===== config.mk =====
export PLATFORM = sky130hd
export DESIGN_NAME = shift_arbiter
export DESIGN_NICKNAME = d
export VERILOG_FILES = /design/src/rtl/shift_pkg.sv /design/src/rtl/shift_arbiter_rr_arb2.sv /design/src/rtl/shifter.sv /design/src/rtl/shift_arbiter.sv
export SDC_FILE = /design/constraint.sdc
export NUM_CORES = 1
export LEC_CHECK = 0
export ABC_AREA = 1
export CORE_MARGIN = 4
export CORE_UTILIZATION = 25
export CTS_BUF_LIST = sky130_fd_sc_hd__clkbuf_4
export DETAILED_ROUTE_END_ITERATION = 6
export HOLD_SLACK_MARGIN = 0.12
export PLACE_DENSITY = 0.44
export SLEW_MARGIN = 30
export SYNTH_ARGS = -nofsm -noshare
export SYNTH_HDL_FRONTEND = slang
export SYNTH_SLANG_ARGS = --single-unit

===== constraint.sdc =====
create_clock -name clk -period 2.4 [get_ports clk]
set_input_delay 0.48 -clock clk [delete_from_list [all_inputs] [get_ports clk]]
set_output_delay 0.48 -clock clk [all_outputs]
set_load 0.03 [all_outputs]

===== src/rtl/shift_pkg.sv =====
// Shared types and widths for the shift arbiter and its shifter datapath.
package shift_pkg;

    localparam int SHIFT_W = 16;
    localparam int SHAMT_W = 4;

    typedef enum logic [1:0] {
        SLL = 2'd0,
        SRA = 2'd1,
        ROR = 2'd2,
        RSV = 2'd3
    } shift_mode_t;

    typedef enum logic [1:0] {
        IDLE = 2'd0,
        EXEC = 2'd1,
        RESP = 2'd2
    } arb_state_t;

endpackage


===== src/rtl/shift_arbiter_rr_arb2.sv =====
// Two-requester round-robin grant; prio names the port that wins a tie.
module rr_arb2
    import shift_pkg::*;
(
    input  logic [1:0] req,
    input  logic       prio,
    output logic [1:0] gnt
);

    // One-hot grant; a lone requester always wins regardless of prio.
    always_comb begin
        gnt = 2'b00;
        case (req)
            2'b01:   gnt = 2'b01;
            2'b10:   gnt = 2'b10;
            2'b11:   gnt = prio ? 2'b10 : 2'b01;
            default: gnt = 2'b00;
        endcase
    end

endmodule


===== src/rtl/shifter.sv =====
// Combinational 16-bit shifter: logical left, arithmetic right, rotate right.
module shifter
    import shift_pkg::*;
(
    input  logic [SHIFT_W-1:0] in_data,
    input  logic [SHAMT_W-1:0] in_amt,
    input  shift_mode_t        in_mode,
    output logic [SHIFT_W-1:0] out_data
);

    logic [SHAMT_W:0] rot_back_s;

    assign rot_back_s = 5'd16 - {1'b0, in_amt};

    // Mode select; shifting a 16-bit value by 16 yields zero, so amt=0 rotates cleanly.
    always_comb begin
        out_data = in_data;
        case (in_mode)
            SLL:     out_data = in_data << in_amt;
            SRA:     out_data = $signed(in_data) >>> in_amt;
            ROR:     out_data = (in_data >> in_amt) | (in_data << rot_back_s);
            default: out_data = in_data;
        endcase
    end

endmodule


===== src/rtl/shift_arbiter.sv =====
// Shares one shifter between two requesters: round-robin accept, registered
// operands, one execute cycle, then a held response until the winner accepts it.
module shift_arbiter
    import shift_pkg::*;
#(
    parameter int DATA_W     = 16,
    parameter int AMT_W      = 4,
    parameter int RESET_PRIO = 0
) (
    input  logic              clk,
    input  logic              rst_n,
    input  logic [1:0]        req_valid,
    output logic [1:0]        req_ready,
    input  logic [DATA_W-1:0] req_data0,
    input  logic [DATA_W-1:0] req_data1,
    input  logic [AMT_W-1:0]  req_amt0,
    input  logic [AMT_W-1:0]  req_amt1,
    input  logic [1:0]        req_mode0,
    input  logic [1:0]        req_mode1,
    output logic [1:0]        rsp_valid,
    input  logic [1:0]        rsp_ready,
    output logic [DATA_W-1:0] rsp_data,
    output logic              busy
);

    localparam logic PRIO_INIT = (RESET_PRIO != 0) ? 1'b1 : 1'b0;

    arb_state_t        state_q, state_d;
    logic              grant_q, grant_d;
    logic              prio_q, prio_d;
    logic [DATA_W-1:0] op_data_q, op_data_d;
    logic [AMT_W-1:0]  op_amt_q, op_amt_d;
    shift_mode_t       op_mode_q, op_mode_d;
    logic [DATA_W-1:0] rsp_data_q, rsp_data_d;
    logic [1:0]        rsp_valid_q, rsp_valid_d;
    logic [1:0]        gnt_s;
    logic [1:0]        req_ready_s;
    logic [DATA_W-1:0] shift_out_s;

    rr_arb2 u_arb (
        .req  (req_valid),
        .prio (prio_q),
        .gnt  (gnt_s)
    );

    shifter u_shifter (
        .in_data  (op_data_q),
        .in_amt   (op_amt_q),
        .in_mode  (op_mode_q),
        .out_data (shift_out_s)
    );

    // Next-state, operand capture and response logic.
    always_comb begin
        state_d     = state_q;
        grant_d     = grant_q;
        prio_d      = prio_q;
        op_data_d   = op_data_q;
        op_amt_d    = op_amt_q;
        op_mode_d   = op_mode_q;
        rsp_data_d  = rsp_data_q;
        rsp_valid_d = rsp_valid_q;
        req_ready_s = 2'b00;
        case (state_q)
            IDLE: begin
                req_ready_s = gnt_s;
                if ((req_valid & gnt_s) != 2'b00) begin
                    grant_d   = gnt_s[1];
                    op_data_d = gnt_s[1] ? req_data1 : req_data0;
                    op_amt_d  = gnt_s[1] ? req_amt1  : req_amt0;
                    op_mode_d = shift_mode_t'(gnt_s[1] ? req_mode1 : req_mode0);
                    state_d   = EXEC;
                end else begin
                    state_d = IDLE;
                end
            end
            EXEC: begin
                // Reserved mode bypasses the shifter entirely.
                rsp_data_d  = (op_mode_q == RSV) ? op_data_q : shift_out_s;
                rsp_valid_d = grant_q ? 2'b10 : 2'b01;
                state_d     = RESP;
            end
            RESP: begin
                if (rsp_ready[grant_q]) begin
                    rsp_valid_d = 2'b00;
                    prio_d      = ~grant_q;
                    state_d     = IDLE;
                end else begin
                    state_d = RESP;
                end
            end
            default: begin
                rsp_valid_d = 2'b00;
                state_d     = IDLE;
            end
        endcase
    end

    // State and datapath registers.
    always_ff @(posedge clk or negedge rst_n) begin
        if (!rst_n) begin
            state_q     <= IDLE;
            grant_q     <= 1'b0;
            prio_q      <= PRIO_INIT;
            op_data_q   <= {DATA_W{1'b0}};
            op_amt_q    <= {AMT_W{1'b0}};
            op_mode_q   <= SLL;
            rsp_data_q  <= {DATA_W{1'b0}};
            rsp_valid_q <= 2'b00;
        end else begin
            state_q     <= state_d;
            grant_q     <= grant_d;
            prio_q      <= prio_d;
            op_data_q   <= op_data_d;
            op_amt_q    <= op_amt_d;
            op_mode_q   <= op_mode_d;
            rsp_data_q  <= rsp_data_d;
            rsp_valid_q <= rsp_valid_d;
        end
    end

    assign req_ready = req_ready_s;
    assign rsp_valid = rsp_valid_q;
    assign rsp_data  = rsp_data_q;
    assign busy      = (state_q != IDLE);

endmodule


==> flow_metrics.py, run 1 <==
metrics = {
    "detailed_routing": {
        "routed_wl_um": 18000,
        "drc": 0,
        "vias": 5157,
        "wl_per_cell_um": 17.7,
        "via_per_inst": 5.05,
        "final_antenna_net_count": 0,
        "drtIter0Drc": 380,
        "drt_pass1_iterations": 5,
    },
    "sta": {
        "tightest_slew_ns": 0.756,
        "finalSetupViolCount": 0,
        "rsz0062_at_grt": "false",
        "fmax_mhz": 465,
        "fin_crit_ns": 2.15,
        "hold_viol": 0,
        "report.final.slew_viol_count": 0,
        "period_share_pct": 89.5,
        "holdWs_ns": 0.158,
        "finClkSkew_ns": 0.0133,
        "tns_ns": 0,
        "relSlewSlack_pct": 49.4,
    },
    "cts": {
        "holdBufCountCts": 0,
        "numCtsBuffers": 5,
        "path_clk_slew_ns": 0.13,
        "cts_max_path_buffers": 2,
        "cts_setup_buffers": 0,
        "cts_tree": "done",
        "clockRootBuffer": "clkbuf_4",
        "cts_sinks": 44,
        "h-tree-depth": 2,
        "clock_latency_ns": 0.37,
    },
    "logic_synthesis": {
        "yosys.area.top_type": "nand2_1",
        "synthesis.nets": 792,
        "async_reset_ff_share_pct": 100,
        "syn_inst": 741,
        "synth_warnings": 0,
        "yosysUniqueCellTypes": 32,
        "synth-main-ff-cell": "dfrtp_1",
        "synth_top_area_share_pct": 26.7,
        "synth_area_leaders": "nand2_1, dfrtp_1, nand3_1",
        "ys_seq_area_share_pct": 25.8,
        "avgSynthCellArea_um2": 5.76,
        "synth_edf_count": 0,
        "ys_ff_latch": 44,
        "syn_area_um2": 4270,
    },
    "global_routing": {
        "antenna_found_initial": 0,
        "grt_max_degree": 46,
        "grt_pass1_wl_um": 28300,
        "grt-ovfl-total": 0,
        "grtUsageTotal_pct": 18.4,
        "grt_pass1_vias": 5093,
    },
    "critical_path": {
        "rr_worst_depth": 12,
        "critical_path.endpoint_type": "output port",
        "critPathMaxStageDelay_ns": 0.61,
        "r2r_slack_ns": 0.28,
        "rr_endpoint": "rsp_data[5]",
        "critPathRequiredTime_ns": 1.92,
        "crit_chain": "nor2_1, inv_1, clkdlybuf4s50_1",
        "rr_startpoint": "op_amt_q[0]",
        "cp_max_fo": 4,
        "slowest_stage": "clkdlybuf4s50_1",
        "critical_path_arrival_ns": 1.67,
        "crit_type": "register to output port",
        "worstSetupStartpointType": "register",
    },
    "floorplan": {
        "ios": 71,
        "rows": 47,
        "dieArea_um2": 19200,
        "start_util_pct": 25.6,
        "die_h_um": 139,
        "die_x_um": 139,
        "coreArea_um2": 16600,
    },
    "placement": {
        "dpl.hpwl_um": 14100,
        "place.gp.congestion": 0.896,
        "io_buffers": 70,
    },
    "worst_hold_path": {
        "min_path_type": "input port to asynchronous set/reset pin",
    },
    "layout": {
        "drive_gt1_share_pct": 8.49,
        "nNetsFinal": 851,
        "diodes": 0,
        "final_core_util_pct": 31.7,
        "area_growth_pct": 23.5,
    },
    "run": {
        "cap_violations": 0,
    },
    "outcome": {
        "outcome": "completed",
    },
}
## how the worst max path moves through the flow
stage                            start      endpoint  slack [ns]  cells after the start
after floorplan            op_amt_q[1]   rsp_data[7]        0.31                     15
after global placement    req_valid[1]  req_ready[1]        0.05                      4
after detailed placement  req_valid[1]  req_ready[1]        0.05                      4
after CTS                   state_q[0]          busy        0.22                      3
after global routing       op_amt_q[0]   rsp_data[5]        0.05                     12
final                       state_q[0]          busy        0.25                      3
## through the flow
stage	cells	instance area, µm²	setup slack (ns)
2_1_floorplan	741	4270	0.312
3_3_place_gp	1013	5190	0.0515
3_5_place_dp	1013	5190	0.0471
4_1_cts	1021	5270	0.219
5_1_grt	1021	5270	0.0525
6_report	1021	5270	0.251
## cells by family (layout without fill, tap and decap cells)
logic type	Yosys count	count (layout)	synth area share (%)
buffers and inverters	75	135	8.62
adder cells (fa/ha/maj)	1	1	0.293
AO/OA/AOI/OAI	81	81	11.5
flip-flops	44	44	25.8
AND/OR/NAND/NOR	540	540	53.8
## placed cells by master, fill, tap and decap left out, types with 6 or more instances in the layout
| master | count |
|---|---|
| a21oi_1 | 22 |
| nand2_2 | 17 |
| buf_4 | 24 |
| dfrtp_1 | 44 |
| clkbuf_4 | 6 |
| o21ai_1 | 14 |
| a31oi_1 | 27 |
| inv_1 | 27 |
| nand3_1 | 132 |
| nor2_1 | 76 |
| nand2_1 | 304 |
| clkdlybuf4s50_1 | 67 |
## layout make-up
type                            count  area, µm²
Fill cell                        1889      11400
Clock inverter                      2       35.0
Sequential cell                    44       1100
Inverter                           33        129
Clock buffer                        6       45.0
Tap cell                          220        275
Multi-Input combinational cell    622       2800
Timing Repair Buffer               94        885
## cell usage after synthesis, types with 2 or more instances
library cell and n:
buf_4 4, inv_4 2, nand4_1 4, a21oi_1 22, dfrtp_1 44, nor2_2 2, o211ai_1 4, inv_1 27
buf_1 6, buf_6 5, o21ai_0 5, nand3_1 132, a31oi_1 27, clkbuf_1 12, nor2_1 76, o22ai_1 3
o21ai_1 14, nand2_1 304, buf_2 14, o21ai_2 2, inv_2 4, nand2_2 17, nand2_4 2
## routing by layer
| metal | track usage [%] | vias to the layer above | part of all wire, % |
|---|---|---|---|
| met4 | 5.92 | 0 | 3.0 |
| met1 | 24.3 | 2337 | 43 |
| met2 | 31.0 | 235 | 46 |
| met5 | 0 | - | 0 |
| met3 | 2.69 | 30 | 7.7 |
| li1 | - | 2555 | - |
## worst max-delay path, delay by kind of cell (launching register included)
family                 cells  cell delay, ns
buffers and inverters      2            0.73
flip-flops                 1            0.42
AND/OR/NAND/NOR            1            0.15
## sequential cells by signal, indices dropped and copies added, names as in the netlist
signal and flops:
state_q 2, grant_q 1, prio_q 1, op_amt_q 4
rsp_valid 2, rsp_data 16, op_mode_q 2, op_data_q 16
## what timing repair did
action,CTS,global route
hold endpoints to repair,0,0
endpoints found under the setup margin,1,0
resized for setup,1,0
Power of run 1 is not shown: default switching activity piles up to over one toggle a cycle in this logic, so the estimate is an artifact.
==> run 2: changes to the inputs <==
Settings changed: RECOVER_POWER set to 25, TNS_END_PERCENT set to 5.
==> run 2 against run 1 <==
Die area unchanged; critical endpoint unchanged; cell area about the same; wire length up 0.25%.
==> flow_metrics.py, run 2 (same netlist as run 1, synthesis figures left out) <==
metrics = {
    "floorplan": {
        "die_h_um": 139,
        "ios": 71,
        "start_util_pct": 25.6,
        "dieArea_um2": 19200,
        "coreArea_um2": 16600,
        "die_x_um": 139,
        "rows": 47,
    },
    "cts": {
        "h-tree-depth": 2,
        "clock_latency_ns": 0.37,
        "cts_sinks": 44,
        "cts_setup_buffers": 0,
        "path_clk_slew_ns": 0.13,
        "clockRootBuffer": "clkbuf_4",
        "numCtsBuffers": 5,
        "cts_tree": "done",
        "cts_max_path_buffers": 2,
    },
    "sta": {
        "fmax_mhz": 465,
        "hold_viol": 0,
        "relSlewSlack_pct": 28.2,
        "period_share_pct": 89.5,
        "fin_crit_ns": 2.15,
        "finalSetupViolCount": 0,
        "tightest_slew_ns": 1.08,
        "tns_ns": 0,
        "rsz0062_at_grt": "false",
        "report.final.slew_viol_count": 0,
        "finClkSkew_ns": 0.0133,
    },
    "global_routing": {
        "grt_use_met3_pct": 2.69,
        "grt.busiest_layer": "met2",
        "grt_pass1_wl_um": 28300,
        "grt_max_degree": 46,
        "grt_pass1_vias": 5093,
        "grt_use_met2_pct": 31.0,
        "grt-ovfl-total": 0,
        "gr-usage-met1_pct": 24.3,
        "antenna_found_initial": 0,
        "grtUsageTotal_pct": 18.4,
    },
    "layout": {
        "finalInstanceArea_um2": 5270,
        "drive_gt1_share_pct": 8.49,
        "instances_no_fill": 1021,
        "final_cell_mix": "nand2_1, nand3_1, nor2_1, clkdlybuf4s50_1, dfrtp_1",
        "final_core_util_pct": 31.6,
        "nNetsFinal": 851,
        "area_growth_pct": 23.4,
        "diodes": 0,
        "n_fill_cell": 1890,
        "final_common_cell": "nand2_1",
    },
    "placement": {
        "io_buffers": 70,
        "postPlaceCellArea_um2": 5190,
        "place.gp.congestion": 0.896,
        "dp.cells": 1013,
        "dpl.hpwl_um": 14100,
    },
    "detailed_routing": {
        "drtIter0Drc": 380,
        "final_antenna_net_count": 0,
        "drc": 0,
        "drt_pass1_iterations": 5,
        "vias": 5151,
        "via_per_inst": 5.05,
        "wl_per_cell_um": 17.7,
        "routed_wl_um": 18100,
    },
    "critical_path": {
        "worstSetupStartpoint": "state_q[0]",
        "rr_startpoint": "op_amt_q[0]",
        "slowest_stage": "clkdlybuf4s50_1",
        "r2r_slack_ns": 0.27,
        "cp_max_fo": 4,
        "crit_chain": "nor2_1, inv_1, clkdlybuf4s50_1",
        "worstSetupStartpointType": "register",
        "critical_path.endpoint_type": "output port",
        "crit_type": "register to output port",
        "critPathRequiredTime_ns": 1.92,
        "path_buf_inv": 2,
        "critPathMaxStageDelay_ns": 0.61,
        "critical_path_arrival_ns": 1.67,
        "crit_family": "buffers and inverters",
    },
    "outcome": {
        "outcome": "completed",
    },
    "run": {
        "cap_violations": 0,
    },
    "worst_hold_path": {
        "min_path_type": "input port to asynchronous set/reset pin",
    },
}
[run 2: changes by cell type in the layout (fill, tap and decap cells not counted), sizes merged]
cell	delta
clkbuf	+1
buf	-1
[run 2: final timing paths]
kind                                      to  depth (start not counted)
worst max-delay path                    busy                          3
worst min-delay path            rsp_valid[1]                          2
worst max register to register   rsp_data[5]                         12
worst min register to register   rsp_data[0]                          2
max in group asynchronous       op_mode_q[0]                          2
min in group clk                 rsp_data[0]                          2
[run 2: through the flow]
stage                     hold slack (ns)  setup WS [ns]
after floorplan                     0.184          0.312
after global placement              0.469         0.0515
after detailed placement            0.464         0.0471
after CTS                           0.172          0.219
after global routing                0.458         0.0525
final                               0.365          0.251
[run 2: final cells by class]
cell class / count / area [µm²] / share of cell area (%)
Clock buffer: 6 / 45.0 / 0.855
Inverter: 33 / 129 / 2.45
Multi-Input combinational cell: 622 / 2800 / 53.1
Clock inverter: 2 / 35.0 / 0.665
Sequential cell: 44 / 1100 / 20.9
Tap cell: 220 / 275 / 5.23
Timing Repair Buffer: 94 / 882 / 16.7
[run 2: timing repair]
| item | in CTS | in global routing |
|---|---|---|
| gates resized for setup | 1 | 0 |
| endpoints found under the setup margin | 1 | 0 |
| hold buffers | 0 | 0 |
[run 2: per-layer routing]
| layer | vias to the layer above | wire (µm) |
|---|---|---|
| li1 | 2551 | - |
| met5 | - | 0 |
| met4 | 0 | 528 |
| met1 | 2321 | 7810 |
| met3 | 30 | 1430 |
| met2 | 249 | 8330 |
Power of run 2 is left out for the same reason.
==> run 3: changes to the inputs <==
Settings changed: GPL_ROUTABILITY_DRIVEN set to 0, PLACE_DENSITY 0.44 to 0.45.
Clock period 2.4 ns to 1.7 ns, I/O delays scaled along.
==> run 3 against run 2 <==
Die area unchanged; hold slack improved by 0.13 ns; the flow now finishes with violations (negative setup slack); via count up 7.2%; sequential cell count unchanged.
==> flow_metrics.py, run 3 (same netlist as run 1, synthesis figures left out) <==
metrics = {
    "global_routing": {
        "grt_pass1_vias": 5285,
        "grt_max_degree": 45,
        "grt_pass1_wl_um": 29300,
        "antenna_found_initial": 0,
        "grt-ovfl-total": 0,
        "grtUsageTotal_pct": 19.1,
    },
    "worst_hold_path": {
        "min_path_type": "register to register",
    },
    "sta": {
        "relSlewSlack_pct": 32.3,
        "tns_ns": -1.18,
        "hold_viol": 0,
        "setup_slack_ns": -0.136,
        "fmax_mhz": 545,
        "period_share_pct": 108,
        "holdWs_ns": 0.499,
        "finClkSkew_ns": 0.0164,
        "finalSetupViolCount": 17,
        "report.final.slew_viol_count": 0,
        "tightest_slew_ns": 1.02,
        "fin_crit_ns": 1.84,
        "rsz0062_at_grt": "true",
    },
    "layout": {
        "n_fill_cell": 1830,
        "nNetsFinal": 913,
        "final_core_util_pct": 36.4,
        "final_cell_mix": "nand2_1, nand3_1, buf_4, nor2_1, clkdlybuf4s50_1",
        "multiInputGateArea_um2": 3020,
        "instances_no_fill": 1083,
        "regArea_um2": 1100,
        "final_common_cell": "nand2_1",
        "drive_gt1_share_pct": 21.7,
        "diodes": 0,
        "area_growth_pct": 42.0,
    },
    "cts": {
        "cts_sinks": 44,
        "cts_max_path_buffers": 2,
        "path_clk_slew_ns": 0.15,
        "clock_latency_ns": 0.38,
        "cts_tree": "done",
        "clockRootBuffer": "clkbuf_4",
        "numCtsBuffers": 5,
        "h-tree-depth": 2,
    },
    "floorplan": {
        "start_util_pct": 25.6,
        "coreArea_um2": 16600,
        "rows": 47,
        "die_h_um": 139,
        "die_x_um": 139,
        "ios": 71,
        "dieArea_um2": 19200,
    },
    "placement": {
        "dp.cells": 1071,
        "io_buffers": 70,
        "dpl.hpwl_um": 15400,
    },
    "detailed_routing": {
        "via_per_inst": 5.10,
        "vias": 5522,
        "drt_pass1_iterations": 5,
        "routed_wl_um": 18800,
        "drc": 0,
        "drtIter0Drc": 404,
        "final_antenna_net_count": 0,
        "wl_per_cell_um": 17.4,
    },
    "critical_path": {
        "crit_type": "register to register",
        "cp_max_fo": 18,
        "r2r_slack_ns": -0.14,
        "worstSetupStartpointType": "register",
        "critical_path.endpoint_type": "register",
        "critical_path_arrival_ns": 2.13,
        "critPathRequiredTime_ns": 2.00,
    },
    "outcome": {
        "violations": "negative setup slack",
        "outcome": "finished with violations",
    },
    "run": {
        "cap_violations": 0,
    },
}
==> run 3: cell types whose count changed in the layout (fill, tap and decap cells not counted), moves of 5 or more <==
cell and change:
nand2_2 +23, buf_6 +5, nor2_1 -5, nand3_1 -11, nand2_1 -28, dlygate4sd2_1 +18, clkdlybuf4s50_1 -19, buf_4 +49
buf_12 +6, o21ai_2 +6, nand3_2 +11, nand2_4 +5
==> run 3: final timing paths <==
path                              from           end  depth (start not counted)
max                        op_amt_q[0]   rsp_data[4]                         11
min                        rsp_data[6]   rsp_data[6]                          2
max reg2reg                op_amt_q[0]   rsp_data[4]                         11
min reg2reg                rsp_data[6]   rsp_data[6]                          2
max in group asynchronous        rst_n   op_amt_q[0]                          3
min in group asynchronous        rst_n  rsp_valid[0]                          3
==> run 3: what timing repair did <==
action | 4_1_cts | 5_1_grt
hold buffers | 1 | 0
endpoints found under the hold margin | 44 | 0
setup buffers | 0 | 3
resized for setup | 38 | 63
setup endpoints to repair | 37 | 19
pin swaps | 2 | 10
==> run 3: per-layer routing <==
metal / GRT usage, % / routed length [µm] / part of all wire (%) / vias to the layer above
li1: - / - / - / 2668
met1: 25.7 / 8030 / 43 / 2545
met2: 30.6 / 8540 / 45 / 257
met3: 1.83 / 1310 / 6.9 / 52
met4: 9.37 / 943 / 5.0 / 0
met5: 0 / 0 / 0 / -
==> run 3: per-stage QoR <==
step	instance area, µm²	worst slack (ns)
2_1_floorplan	4330	-0.0360
3_3_place_gp	5700	-0.220
3_5_place_dp	5700	-0.199
4_1_cts	5830	-0.184
5_1_grt	6060	-0.218
6_report	6060	-0.136
==> run 3: layout make-up <==
type,instances,area share (%)
Clock buffer,5,0.619
Clock inverter,3,0.764
Inverter,33,2.37
Multi-Input combinational cell,622,49.9
Sequential cell,44,18.2
Tap cell,220,4.54
Timing Repair Buffer,156,23.7
==> run 3: worst max-delay path, cell delays in order, from the launching register on <==
cell and delay (ns):
dfrtp_2 0.46, buf_8 0.18, nand2_2 0.19, nand3_1 0.14
nand2_1 0.10, nand2_1 0.07, nand3_1 0.07, nand2_1 0.06
a21oi_1 0.18, nand3_1 0.17, nand2_1 0.09, nand2_1 0.05
Power of run 3 is left out for the same reason.
